## src/rtl/mips_pkg.sv

```systemverilog
// Shared fetch-stage types and widths for the MIPS pipeline front end.
package mips_pkg;

  localparam int INSTR_W = 32;
  localparam int ADDR_W  = 32;

  localparam logic [ADDR_W-1:0] DEFAULT_RESET_PC = 32'h0000_0000;

  typedef enum logic [1:0] {
    FETCH = 2'd0,
    HOLD  = 2'd1,
    DRAIN = 2'd2
  } fetch_state_t;

  // Instruction addresses are word aligned; the low two bits are dropped.
  function automatic logic [ADDR_W-1:0] align_word(input logic [ADDR_W-1:0] addr);
    return addr & ~ADDR_W'(3);
  endfunction

endpackage

```

## src/rtl/fetch_redirect.sv

```systemverilog
// Instruction fetch with IF/ID register, one-word skid buffer for stalls and
// branch redirect that drains a request already on the instruction bus.
module fetch_redirect
  import mips_pkg::*;
#(
  parameter logic [ADDR_W-1:0] RESET_PC = DEFAULT_RESET_PC
) (
  input  logic               clk,
  input  logic               rst_n,
  input  logic               B_taken,
  input  logic [ADDR_W-1:0]  br_addr,
  input  logic               freeze,
  output logic               imem_req,
  output logic [ADDR_W-1:0]  imem_addr,
  input  logic               imem_ready,
  input  logic [INSTR_W-1:0] imem_rdata,
  output logic               if_valid,
  output logic [ADDR_W-1:0]  if_pc,
  output logic [INSTR_W-1:0] if_instr,
  output logic               flush
);

  fetch_state_t       state_reg;
  logic [ADDR_W-1:0]  pc_reg;
  logic [ADDR_W-1:0]  tgt_reg;
  logic [INSTR_W-1:0] skid_reg;
  logic               req_reg;
  logic               if_valid_reg;
  logic [ADDR_W-1:0]  if_pc_reg;
  logic [INSTR_W-1:0] if_instr_reg;

  logic [ADDR_W-1:0]  pc_plus4;
  logic [ADDR_W-1:0]  br_target;
  logic               accept;

  assign pc_plus4  = pc_reg + ADDR_W'(4);
  assign br_target = align_word(br_addr);
  // A word is only taken when this block actually has a request on the bus.
  assign accept    = req_reg & imem_ready;

  // pc_reg keeps the outstanding address while draining, so imem_addr is
  // simply pc_reg in every requesting state.
  assign imem_req  = req_reg;
  assign imem_addr = pc_reg;
  assign if_valid  = if_valid_reg;
  assign if_pc     = if_pc_reg;
  assign if_instr  = if_instr_reg;
  assign flush     = B_taken;

  always_ff @(posedge clk or negedge rst_n) begin
    if (!rst_n) begin
      state_reg    <= FETCH;
      pc_reg       <= RESET_PC;
      tgt_reg      <= '0;
      skid_reg     <= '0;
      req_reg      <= 1'b0;
      if_valid_reg <= 1'b0;
      if_pc_reg    <= '0;
      if_instr_reg <= '0;
    end else begin
      req_reg <= 1'b1;
      case (state_reg)
        FETCH: begin
          if (B_taken) begin
            if_valid_reg <= 1'b0;
            // With no live request there is nothing to drain.
            if (accept || !req_reg) begin
              pc_reg <= br_target;
            end else begin
              tgt_reg   <= br_target;
              state_reg <= DRAIN;
            end
          end else if (accept) begin
            if (freeze) begin
              skid_reg  <= imem_rdata;
              state_reg <= HOLD;
              req_reg   <= 1'b0;
            end else begin
              if_pc_reg    <= pc_plus4;
              if_instr_reg <= imem_rdata;
              if_valid_reg <= 1'b1;
              pc_reg       <= pc_plus4;
            end
          end
        end
        HOLD: begin
          if (B_taken) begin
            skid_reg     <= '0;
            if_valid_reg <= 1'b0;
            pc_reg       <= br_target;
            state_reg    <= FETCH;
          end else if (!freeze) begin
            if_pc_reg    <= pc_plus4;
            if_instr_reg <= skid_reg;
            if_valid_reg <= 1'b1;
            pc_reg       <= pc_plus4;
            state_reg    <= FETCH;
          end else begin
            req_reg <= 1'b0;
          end
        end
        DRAIN: begin
          if (B_taken) begin
            tgt_reg      <= br_target;
            if_valid_reg <= 1'b0;
          end
          if (imem_ready) begin
            pc_reg    <= B_taken ? br_target : tgt_reg;
            state_reg <= FETCH;
          end
        end
        default: begin
          state_reg <= FETCH;
        end
      endcase
    end
  end

endmodule

```

## config.mk

```make
export PLATFORM = sky130hd
export DESIGN_NAME = fetch_redirect
export DESIGN_NICKNAME = d
export VERILOG_FILES = /design/src/rtl/mips_pkg.sv /design/src/rtl/fetch_redirect.sv
export SDC_FILE = /design/constraint.sdc
export NUM_CORES = 1
export LEC_CHECK = 0
export ABC_AREA = 1
export BUFFER_PORTS_ARGS = -buffer_cell sky130_fd_sc_hd__buf_2
export CAP_MARGIN = 20
export CORE_ASPECT_RATIO = 1.5
export CORE_MARGIN = 10
export CORE_UTILIZATION = 45
export DETAILED_ROUTE_END_ITERATION = 8
export HOLD_SLACK_MARGIN = 0.06
export PLACE_DENSITY = 0.68
export SLEW_MARGIN = 20
export SYNTH_ARGS = -nofsm -noshare
export SYNTH_HDL_FRONTEND = slang
export SYNTH_SLANG_ARGS = --single-unit
export TNS_END_PERCENT = 5
```

## constraint.sdc

```tcl
create_clock -name clk -period 3.45 [get_ports clk]
set_input_delay 0.1725 -clock clk [delete_from_list [all_inputs] [get_ports clk]]
set_output_delay 0.1725 -clock clk [all_outputs]
set_load 0.1 [all_outputs]
```

==> results of run 1 <==
[final cells by class]
class / instances / area (um2)
Sequential cell: 164 / 4104
Clock inverter: 8 / 73.82
Inverter: 76 / 285.3
Multi-Input combinational cell: 734 / 3271
Clock buffer: 23 / 488.0
Tap cell: 213 / 266.5
Fill cell: 1607 / 7282
Timing Repair Buffer: 240 / 1578
[synthesized netlist by cell type]
cell type / n / share of area [%]
nand4_1: 2 / 0.16
o221ai_1: 3 / 0.33
o21ai_0: 80 / 5.0
and3_1: 1 / 0.079
a22oi_1: 5 / 0.47
buf_4: 8 / 0.76
a21oi_1: 79 / 5.0
nand2_2: 4 / 0.32
and2_1: 2 / 0.16
dfrtp_1: 164 / 52
o21ai_1: 2 / 0.13
nor2_2: 7 / 0.55
buf_2: 24 / 1.5
nor2_1: 137 / 6.5
nand3b_1: 1 / 0.095
nor3_1: 4 / 0.25
clkbuf_1: 17 / 0.80
o22ai_2: 1 / 0.16
o21bai_1: 1 / 0.095
clkinv_1: 1 / 0.047
o22ai_1: 2 / 0.16
inv_2: 7 / 0.33
buf_6: 3 / 0.43
inv_1: 68 / 3.2
nand2_1: 321 / 15
xor2_1: 8 / 0.88
ha_1: 1 / 0.16
nor3_2: 1 / 0.13
a211oi_1: 2 / 0.19
buf_1: 1 / 0.047
nand3_1: 28 / 1.8
xnor2_1: 3 / 0.33
a31oi_1: 39 / 3.1
[through the flow]
| step | hold WS (ns) | std cells | setup slack [ns] | instance area, um2 |
|---|---|---|---|---|
| 2_1_floorplan | -0.1231 | 1027 | 1.110 | 7938 |
| 3_3_place_gp | 0.2681 | 1364 | 1.205 | 8874 |
| 3_5_place_dp | 0.2605 | 1364 | 1.192 | 8874 |
| 4_1_cts | 0.07775 | 1458 | 1.237 | 10070 |
| 5_1_grt | 0.08571 | 1458 | 0.9568 | 10070 |
| 6_report | 0.07171 | 1458 | 1.236 | 10070 |
[repair_timing]
item / in CTS / in global routing
hold endpoints to repair: 174 / 0
endpoints found under the setup margin: 0 / 0
hold buffers: 63 / 0
[worst max path at each step]
stage,endpoint,slack [ns],from,cells past startpoint
floorplan,imem_addr[28],1.11,imem_addr[3],10
global placement,tgt_reg[25],1.20,B_taken,6
detailed placement,tgt_reg[19],1.19,B_taken,6
CTS,tgt_reg[19],1.24,state_reg[0],8
global route,tgt_reg[9],0.96,state_reg[0],8
finish,tgt_reg[3],1.24,state_reg[0],9
[power by group through the flow]
stage | Combinational (mW) | Sequential, mW | Clock, mW
6_report | 5.16 | 3.03 | 1.84
5_1_grt | 5.46 | 3.12 | 1.95
4_1_cts | 5.19 | 3.03 | 1.87
3_5_place_dp | 5.12 | 3.06 | 0
3_3_place_gp | 5.08 | 3.03 | 0
2_1_floorplan | 1.19 | 5.93 | 0
[routing by layer]
layer / wire [um] / vias up
li1: - / 3725
met1: 9279 / 3445
met2: 12100 / 228
met3: 1585 / 50
met4: 924 / 0
met5: 0 / -
[critical path, stage by stage (launching register included)]
cell,delay (ns)
dfrtp_1,0.43
inv_2,0.08
nand2_2,0.14
nor2_1,0.06
buf_4,0.19
inv_1,0.18
nand2_1,0.25
inv_2,0.54
nand2_1,0.13
o21ai_0,0.11
[cells by family (layout without fill, tap and decap cells)]
| kind of cell | count (synthesis) | in the layout | synth area share, % |
|---|---|---|---|
| XOR/XNOR | 11 | 11 | 1.214 |
| flip-flops | 164 | 164 | 51.70 |
| adder cells (fa/ha/maj) | 1 | 1 | 0.1576 |
| buffers and inverters | 129 | 347 | 7.141 |
| AND/OR/NAND/NOR | 508 | 508 | 25.16 |
| AO/OA/AOI/OAI | 214 | 214 | 14.63 |
[cell usage in the layout (no fill, tap or decap), types with 17 or more instances in the layout]
cell type / instances
a21oi_1: 79
dlygate4sd3_1: 63
nand2_1: 321
a31oi_1: 39
nand3_1: 28
buf_2: 164
o21ai_0: 80
clkbuf_16: 17
dfrtp_1: 164
nor2_1: 136
inv_1: 68
==> results.md, run 1 <==
Status:
- The run finished with clean final reports.

Detailed routing:
- The average wire per standard cell is 16.39 um.
- The sum of routed wire length over all layers is 23.89 mm.
- The residual antenna-violating net count after detailed routing is 0.
- In the routed design, unresolved DRC markers number 0.
- For this block, the via count after detailed routing is 7448.
- The detailed-route vias per instance is 5.108.
- For this block, the initial DRC count from the detailed router was 571.
- The first TritonRoute pass finished after 5 iterations.

Power:
- VDD sags by at most 0.6742 mV.
- The switching power of the nets is 5.530 mW.
- Dividing total power by cell area gives a power density of 996.2 nW/um2.
- Net switching is 55.14% of the power.
- Of the total power, combinational logic draws 51.4%.
- The total power is 10.03 mW.
- Summed over all cells, the static leakage comes to 4.949 nW.
- The portion of total power attributed to sequential cells is 30.3%.
- The total internal power is 4.498 mW.
- The clock network is responsible for 18.3% of the overall power.

STA:
- The worst pin sits at a relative slew slack of 32.87%.
- Summed over all failing endpoints, the final setup total negative slack is 0 ns.
- The routed design could run at a clock period as short as 2.214 ns.
- Setup repair after global routing left no endpoint under its margin.
- The worst-margin pin slew is 1.006 ns.
- The final-report setup violation count is 0.
- Static timing analysis puts the maximum clock frequency at 451.6 MHz.
- The number of hold violations in the final report came to 0.
- The setup clock skew after layout is 0.01619 ns.
- The final cycle utilization of the critical path is 64.18%.
- The number of pins exceeding their max-slew limit in the final report is 0.

Worst setup path:
- Data on the critical path is required at its endpoint by 3.80 ns.
- The kind of start point of the critical path is a flop.
- The setup check on the worst reg-to-reg path leaves a slack of 1.24 ns.
- STA classifies the critical path endpoint as a flop.
- The critical-path maximum fanout is 43.
- The data arrival time of the critical path is 2.57 ns.
- The number of cells traversed by the worst register-to-register path is 9.
- The reg-to-reg endpoint is tgt_reg[3].
- The critical path class is flop to flop.
- The startpoint identified for the worst register-to-register timing path is state_reg[0].

Clock tree:
- The count of buffers added by post-CTS timing repair for setup is 0.
- The clock tree synthesis step divided the H-tree into 4 levels.
- The clock tree root buffer cell is clkbuf_16.
- The number of clock sinks seen by CTS is 164.
- The clock transition at the register clock pins on the worst setup and hold paths after CTS is 0.06 ns.
- The later-pin clock latency in the skew report is 0.44 ns.
- The count of instances resized after the clock tree is built is 0.
- The clock tree from TritonCTS is built.
- The number of buffers on the longest clock path is 2.
- The number of clock buffers inserted by TritonCTS is 17.

Floorplanning:
- The die span in x is 128.4 um.
- The number of placed I/O pins is 168.
- The die covers 23460 um2.
- The die height is 182.7 um.
- The starting utilization of the core area is 45.76%.
- The initialized floorplan defines 59 standard-cell rows.
- The region available for standard cell placement spans 17350 um2.

Yosys:
- The sequential element share of the synthesized area is 51.70%.
- The number of warnings issued by yosys is 0.
- The net count of the mapped netlist is 1097.
- The count of mapped cells out of synthesis is 1027.
- Summing every instance area after synthesis gives 7938 um2.
- The number of different library cells in the post-synthesis netlist is 33.
- The count of state elements after synthesis is 164.
- Each instance of the synthesized netlist takes up on average 7.729 um2.

Placed design:
- The half-perimeter wire length of the detailed placement result is 16.96 mm.
- In this run the tool buffered the top-level ports with 165 buffer cells.
- The congestion estimate from routability-driven global placement came to 0.9751.

Hold path:
- The path class of the lowest-slack min-delay path is input pin to flop.
- Along the worst hold path, the cell count comes to 3.
- For hold timing, the worst endpoint is tgt_reg[29].
- The worst hold path begins at br_addr[29].

GRT:
- The number of antenna violations at the first check in global routing came to 0.
- Entering global routing, the biggest net connects 87 pins.
- For met1 alone, demand over resource in global routing was 22.76%.
- The global routing usage on met2 is 34.86%.
- In this run the most used layer during global routing was met2.
- The wire length of the first global-routing pass is 38.27 mm.
- The number of global-route vias before repair is 7382.
- The met3 track demand over resource in global routing is 4.990%.
- The total overflow left after global routing is 0.
- Global routing consumed, over all layers together, 20.43% of the routing resources.

Layout:
- The area growth from synthesis to layout is 26.81%.
- Cells with a size suffix above 1 make up 18.31% of the layout.
- At the end of the flow, the number of nets in the layout was 1303.
- Cells fill 58.02% of the core in the end.
- The count of antenna diodes in the layout is 0.

Flow run:
- Across the run, the number of max-cap violations was 0.
No activity file was read; power rests on OpenSTA's default activity.
==> inputs of run 2 (changes only) <==
PLACE_DENSITY = 0.7   (was 0.68)
clock period = 2 ns   (was 3.45 ns; I/O delays follow)
==> results.md, run 2 (synthesis gave the netlist of run 1 again) <==
Layout:
- In the layout the commonest cells are nand2_1, buf_2, dfrtp_1, nor2_1, o21ai_0.
- Measured on the finished design, the core utilization comes to 59.14%.
- The net count of the finished layout is 1315.
- Compared with the post-synthesis result, the final layout area differs by 29.26%.
- The post-route netlist has 20.11% of its cells at a drive strength greater than 1.
- Leaving out fill and tap cells, the most frequent cell in the layout is nand2_1.
- The final standard cell area without fillers is 10260 um2.

Placed design:
- The congestion estimate from routability-driven global placement came to 0.9874.
- The placed instances occupy a cell area of 8986 um2.
- The half-perimeter wire length of the detailed placement result is 17.38 mm.
- Port buffering added 165 buffers.
- The worst setup slack before clock tree synthesis is 0.1136 ns.

Detailed routing:
- The detailed router finished its first iteration with 551 violations.
- The first detailed-routing pass ran for 5 iterations.
- Wires add up to 23.61 mm.
- The average wire per standard cell is 16.04 um.
- The detail route stage leaves a number of antenna-violating nets equal to 0.
- The detailed-route vias per instance is 5.060.
- In the routed design, unresolved DRC markers number 0.
- Detailed routing inserted a total of 7448 vias.

Worst setup path:
- The critical path goes through ha_1, nand2_1, nor2_2, nand2_2, nor2_2, nand2_1, nand2_1, nand3_1, nand2_1, nand2_1, a21oi_1.
- The number of cells traversed by the worst register-to-register path is 11.
- The kind of start point of the critical path is a flop.
- The startpoint identified for the worst register-to-register timing path is imem_addr[2].
- The total buffers and inverters traversed by the critical path is 0.
- Counting stages on the worst path, the most repeated cell is nand2_1.
- The flop-to-flop setup slack is 0.15 ns.
- The worst path required time is 2.35 ns.
- The largest stage delay on the critical path is 0.45 ns.
- The worst register-to-register path ends at imem_addr[26].
- The critical path class is flop to flop.
- The cell family contributing the most delay on the critical path is simple AND/OR/NAND/NOR gates.
- Data arrives at the worst endpoint at 2.20 ns.
- Of all nets on the critical path, the largest fanout is 5.
- The critical path endpoint category is a flop.
- The largest individual stage delay along the critical path comes from the cell dfrtp_2.

GRT:
- The maximum number of pins on one net before global-route repair is 67.
- The wire length of the first global-routing pass is 38.21 mm.
- The number of global-route vias before repair is 7443.
- The total overflow left after global routing is 0.
- The number of antenna violations at the first check in global routing is 1.
- The global routing usage summed across all routing layers is 20.29%.

Clock tree:
- TritonCTS built the clock tree.
- The H-tree was split into 4 levels.
- The clock drives 164 sinks.
- Clock tree synthesis inserted a total of 17 buffers.
- Clock-pin slew was measured on the worst setup and hold paths at 0.07 ns.
- For the worst-skew pair, the clock arrives at the later sink with an insertion delay of 0.42 ns.
- The clock tree root buffer cell is clkbuf_16.
- The number of buffers on the longest clock path is 2.
- Post-CTS timing repair inserted 0 buffers for setup.

STA:
- For the pin with the worst max-slew slack, the measured transition is 0.5905 ns.
- The final-report setup violation count is 0.
- The minimum setup slack in the final design is 0.1501 ns.
- Setup repair after global routing could not meet its margin everywhere.
- The number of hold violations in the final report was 0.
- The final cycle utilization of the critical path is 92.49%.
- The worst-case headroom to the max-slew limit is 60.64%.
- Subtracting the final worst setup slack from the clock period gives 1.850 ns.
- On the final layout, the worst hold slack is 0.1274 ns.
- The setup clock skew after layout is 0.01081 ns.
- The number of pins exceeding their max-slew limit in the final report is 0.
- The peak clock frequency supported by timing is 540.6 MHz.

Floorplanning:
- The core region is 17350 um2.
- The die span in x is 128.4 um.
- In this run the core area contains 59 standard-cell rows.
- The number of placed I/O pins is 168.
- The starting utilization of the core area is 45.76%.
- The die height is 182.7 um.
- The floorplan die area is 23460 um2.

Power:
- The total power is 17.55 mW.
- Combinational cells account for 51.0% of the total power.
- Across the VDD grid, the largest voltage drop is 1.361 mV.
- For this design the ratio of total power to cell area is 1710 nW/um2.
- The leakage power total is 5.010 nW.
- The switching power of the nets is 9.589 mW.
- The switching power share of the total is 54.65%.
- The power share of the clock group is 19.1%.
- The internal portion of the total power is 7.956 mW.
- Sequential cells account for 29.8% of the total power.

Hold path:
- The end of the worst hold path is state_reg[1].
- The worst hold path was traced through 3 stages.
- The path class of the lowest-slack min-delay path is input pin to flop.
- The start point of the worst hold path is B_taken.

Status:
- The flow ran to the end, and the final reports show no timing, DRC or antenna violations.

Flow run:
- Across the run, the number of max-cap violations was 0.
-- run 2: cell type report --
class / count / area (um2)
tap: 213 / 266.5
antenna: 1 / 2.502
sequential: 164 / 4116
inverter: 76 / 285.3
timing repair buffer: 252 / 1698
fill: 1551 / 7088
multi-input combinational: 734 / 3281
clock inverter: 12 / 143.9
clock buffer: 20 / 466.7
-- run 2: worst max-delay path by stage --
stage	from	to	slack, ns	depth (start not counted)
after floorplan	imem_addr[18]	imem_addr[28]	-0.05	9
after global placement	imem_addr[2]	imem_addr[28]	0.18	10
after detailed placement	imem_addr[2]	imem_addr[28]	0.11	10
after CTS	imem_addr[2]	imem_addr[28]	0.1	10
after global routing	imem_addr[2]	imem_addr[14]	-0.01	10
final	imem_addr[2]	imem_addr[26]	0.15	11
-- run 2: layer usage --
metal / wire length, um / GRT usage, % / vias to the layer above
li1: - / - / 3755
met1: 9112 / 22.33 / 3428
met2: 11960 / 34.67 / 221
met3: 1656 / 5.889 / 44
met4: 885 / 9.846 / 0
met5: 0 / 0 / -
-- run 2: power groups by stage --
stage | Sequential [mW] | Clock [mW] | Combinational [mW]
2_1_floorplan | 10.2 | 0 | 2.05
3_3_place_gp | 5.23 | 0 | 8.83
3_5_place_dp | 5.28 | 0 | 8.90
4_1_cts | 5.23 | 3.43 | 9.02
5_1_grt | 5.37 | 3.56 | 9.50
6_report | 5.24 | 3.36 | 8.95
-- run 2: timing repair --
action | 4_1_cts | 5_1_grt
resized for setup | 0 | 3
hold endpoints to repair | 169 | 0
hold buffers | 65 | 0
endpoints found under the setup margin | 0 | 22
-- run 2: per-stage QoR --
step | TNS, ns | cells
after global placement | 0 | 1374
after floorplan | -1.550 | 1027
after global routing | -0.01872 | 1472
final | 0 | 1472
after detailed placement | 0 | 1374
after CTS | 0 | 1471
-- run 2: worst register-to-register path: stages, from the launching register on --
cell     delay, ns
dfrtp_2       0.45
ha_1          0.25
nand2_1       0.10
nor2_2        0.12
nand2_2       0.14
nor2_2        0.23
nand2_1       0.07
nand2_1       0.08
nand3_1       0.09
nand2_1       0.07
nand2_1       0.05
a21oi_1       0.12
==> inputs of run 3 (changes only) <==
PLACE_DENSITY = 0.76   (was 0.7)
==> results.md, run 3 (synthesis gave the netlist of run 1 again) <==
Placed design:
- Detailed placement ended at an HPWL of 17.20 mm.
- Before CTS, the worst setup slack after placement is 0.1204 ns.
- The placer congestion estimate is 0.9512.
- The count of input and output buffers is 165.

Clock tree:
- No sink is reached through more buffers than the 2 on the longest clock path.
- The later-pin clock latency in the skew report is 0.42 ns.
- The H-tree was split into 4 levels.
- After clock tree synthesis, the clock-pin slew on the worst setup and hold paths is 0.07 ns.
- The number of clock buffers added by TritonCTS is 17.
- The clock tree root buffer cell is clkbuf_16.
- The clock tree from TritonCTS is built.
- The number of clock sinks seen by CTS is 164.

Worst setup path:
- The number of cells on the worst reg-to-reg path is 10.
- The critical register-to-register path startpoint is imem_addr[15].
- Traced cell by cell, the critical path runs through nand2_1, nor2_1, nand2_1, nor2_1, nand2_1, nand2_1, nand3_1, nand2_1, nand2_1, a21oi_1.
- On the critical path, the stage with the largest delay is an instance of dfrtp_1.
- The critical path class is flop to flop.
- Of all nets on the critical path, the largest fanout is 5.
- Data arrives at the worst endpoint at 2.22 ns.
- The first element of the critical path is imem_addr[15].
- The worst path required time is 2.35 ns.
- Counting stages on the worst path, the most repeated cell is nand2_1.
- In this design, the stage delay of the slowest critical-path cell is 0.45 ns.
- The flop-to-flop setup slack is 0.14 ns.
- The critical path endpoint category is a flop.
- The worst setup path is launched from a flop.

Floorplanning:
- The die covers 23460 um2.
- The core area is 17350 um2.
- The number of placed I/O pins is 168.
- The die span in x is 128.4 um.
- The starting utilization of the core area is 45.76%.
- The floorplan has 59 rows.
- The die is 182.7 um tall.

Layout:
- The layout cell share with drive strength beyond 1 is 20.24%.
- In the layout the commonest cells are nand2_1, buf_2, dfrtp_1, nor2_1.
- Leaving out fill and tap cells, the most frequent cell in the layout is nand2_1.
- The net total in the final layout is 1317.
- The count of antenna diodes in the layout is 0.
- The area growth from synthesis to layout is 29.37%.
- The number of filler cells placed in the layout is 1560.

STA:
- The peak clock frequency supported by timing is 537.3 MHz.
- Across the routed clock network, the largest skew measured is 0.008270 ns.
- The worst-margin pin slew is 0.6187 ns.
- Of the available clock period, the critical path in the final layout requires 93.05%.
- Setup repair after global routing could not meet its margin everywhere.
- The post-layout minimum cycle time is 1.861 ns.
- The number of pins exceeding their max-slew limit in the final report is 0.
- The number of hold violations in the final report is 0.
- Across all setup checks in the final design, the least slack found is 0.1389 ns.
- Setup violations remaining at the end of the flow were counted as 0.
- The worst-case headroom to the max-slew limit is 58.75%.

GRT:
- The global route total overflow is 0.
- The maximum number of pins on one net before global-route repair is 67.
- The number of global-route vias before repair is 7683.
- In the global route stage, overall resource usage came out at 20.94%.
- The number of antenna violations at the first check in global routing is 0.
- The wire length of the first global-routing pass is 39.17 mm.

Detailed routing:
- The detailed-route vias per instance is 5.142.
- For this block, the initial DRC count from the detailed router was 552.
- The iteration count of the initial detailed-routing pass is 5.
- The DRC violations left is 0.
- Once detail routing completed, the nets flagged for antenna violations numbered 0.
- The sum of routed wire length over all layers is 24.12 mm.
- The average wire per standard cell is 16.38 um.
- The total via count in the routed design is 7574.

Status:
- The run finished with clean final reports.

Power:
- For this design the ratio of total power to cell area is 1709 nW/um2.
- The peak ir drop on the vdd network is 1.100 mV.
- The leakage power total is 5.033 nW.
- The total power is 17.55 mW.

Hold path:
- The start point of the worst hold path is B_taken.
- The path class of the lowest-slack min-delay path is input pin to flop.
- The worst hold path passes through 3 cells.

Flow run:
- The tool flagged a number of max-cap violations equal to 0.
==> run 3: changes by cell type in the layout (fill, tap and decap cells not counted), moves of 2 or more <==
cell / before / now
clkinv_2: 0 / 4
clkinvlp_4: 5 / 1
clkbuf_8: 3 / 1
clkinv_4: 1 / 3
==> run 3: per-layer routing <==
metal  routed length (um)  global-route usage, %  vias up
met1                 8995                  22.38     3497
li1                     -                      -     3748
met4                 1356                  11.79        0
met3                 1683                  5.773       68
met5                    0                      0        -
met2                12090                  36.02      261
==> run 3: worst paths after layout <==
| path | to |
|---|---|
| worst max-delay path | imem_addr[21] |
| worst min-delay path | state_reg[1] |
| worst max register to register | imem_addr[21] |
| worst min register to register | if_pc[3] |
| max in group asynchronous | if_valid |
| min in group asynchronous | if_pc[5] |
==> run 3: what timing repair did <==
item                                    in CTS  in global routing
hold buffers                                65                  0
gates resized for setup                      0                  3
buffers inserted                             0                  0
hold endpoints to repair                   276                  0
endpoints found under the setup margin       0                  4
==> run 3: worst max-delay path, delay by kind of cell, from the launching register on <==
| kind | cells | cell delay [ns] |
|---|---|---|
| simple gates | 9 | 1.24 |
| compound gates | 1 | 0.12 |
| flops | 1 | 0.45 |
==> run 3: metrics by stage <==
stage               std cells  util [%]  hold slack [ns]  instance area, um2  TNS (ns)
floorplan                1027         -          -0.1956                7950    -1.550
global placement         1376     51.96          0.04697                9014         0
detailed placement       1376     51.96          0.04625                9014         0
CTS                      1473     59.11           0.1186               10250         0
global route             1473     59.19           0.1420               10270  -0.07584
finish                   1473     59.19           0.1284               10270         0
==> run 3: cell type report <==
cell class              instances  area, um2  share of cell area (%)
flip-flops and latches        164       4116                   40.09
multi-input cells             734       3284                   31.98
repair buffers                254       1725                   16.80
clock buffers                  18      439.2                   4.277
inverters                      76      285.3                   2.778
well taps                     213      266.5                   2.595
clock inverters                14      151.4                   1.474
==> run 3: where the power goes <==
| group | internal, mW | switching (mW) | total (mW) |
|---|---|---|---|
| clock | 1.89 | 1.38 | 3.27 |
| sequential | 4.44 | 0.790 | 5.23 |
| combinational | 1.61 | 7.45 | 9.05 |
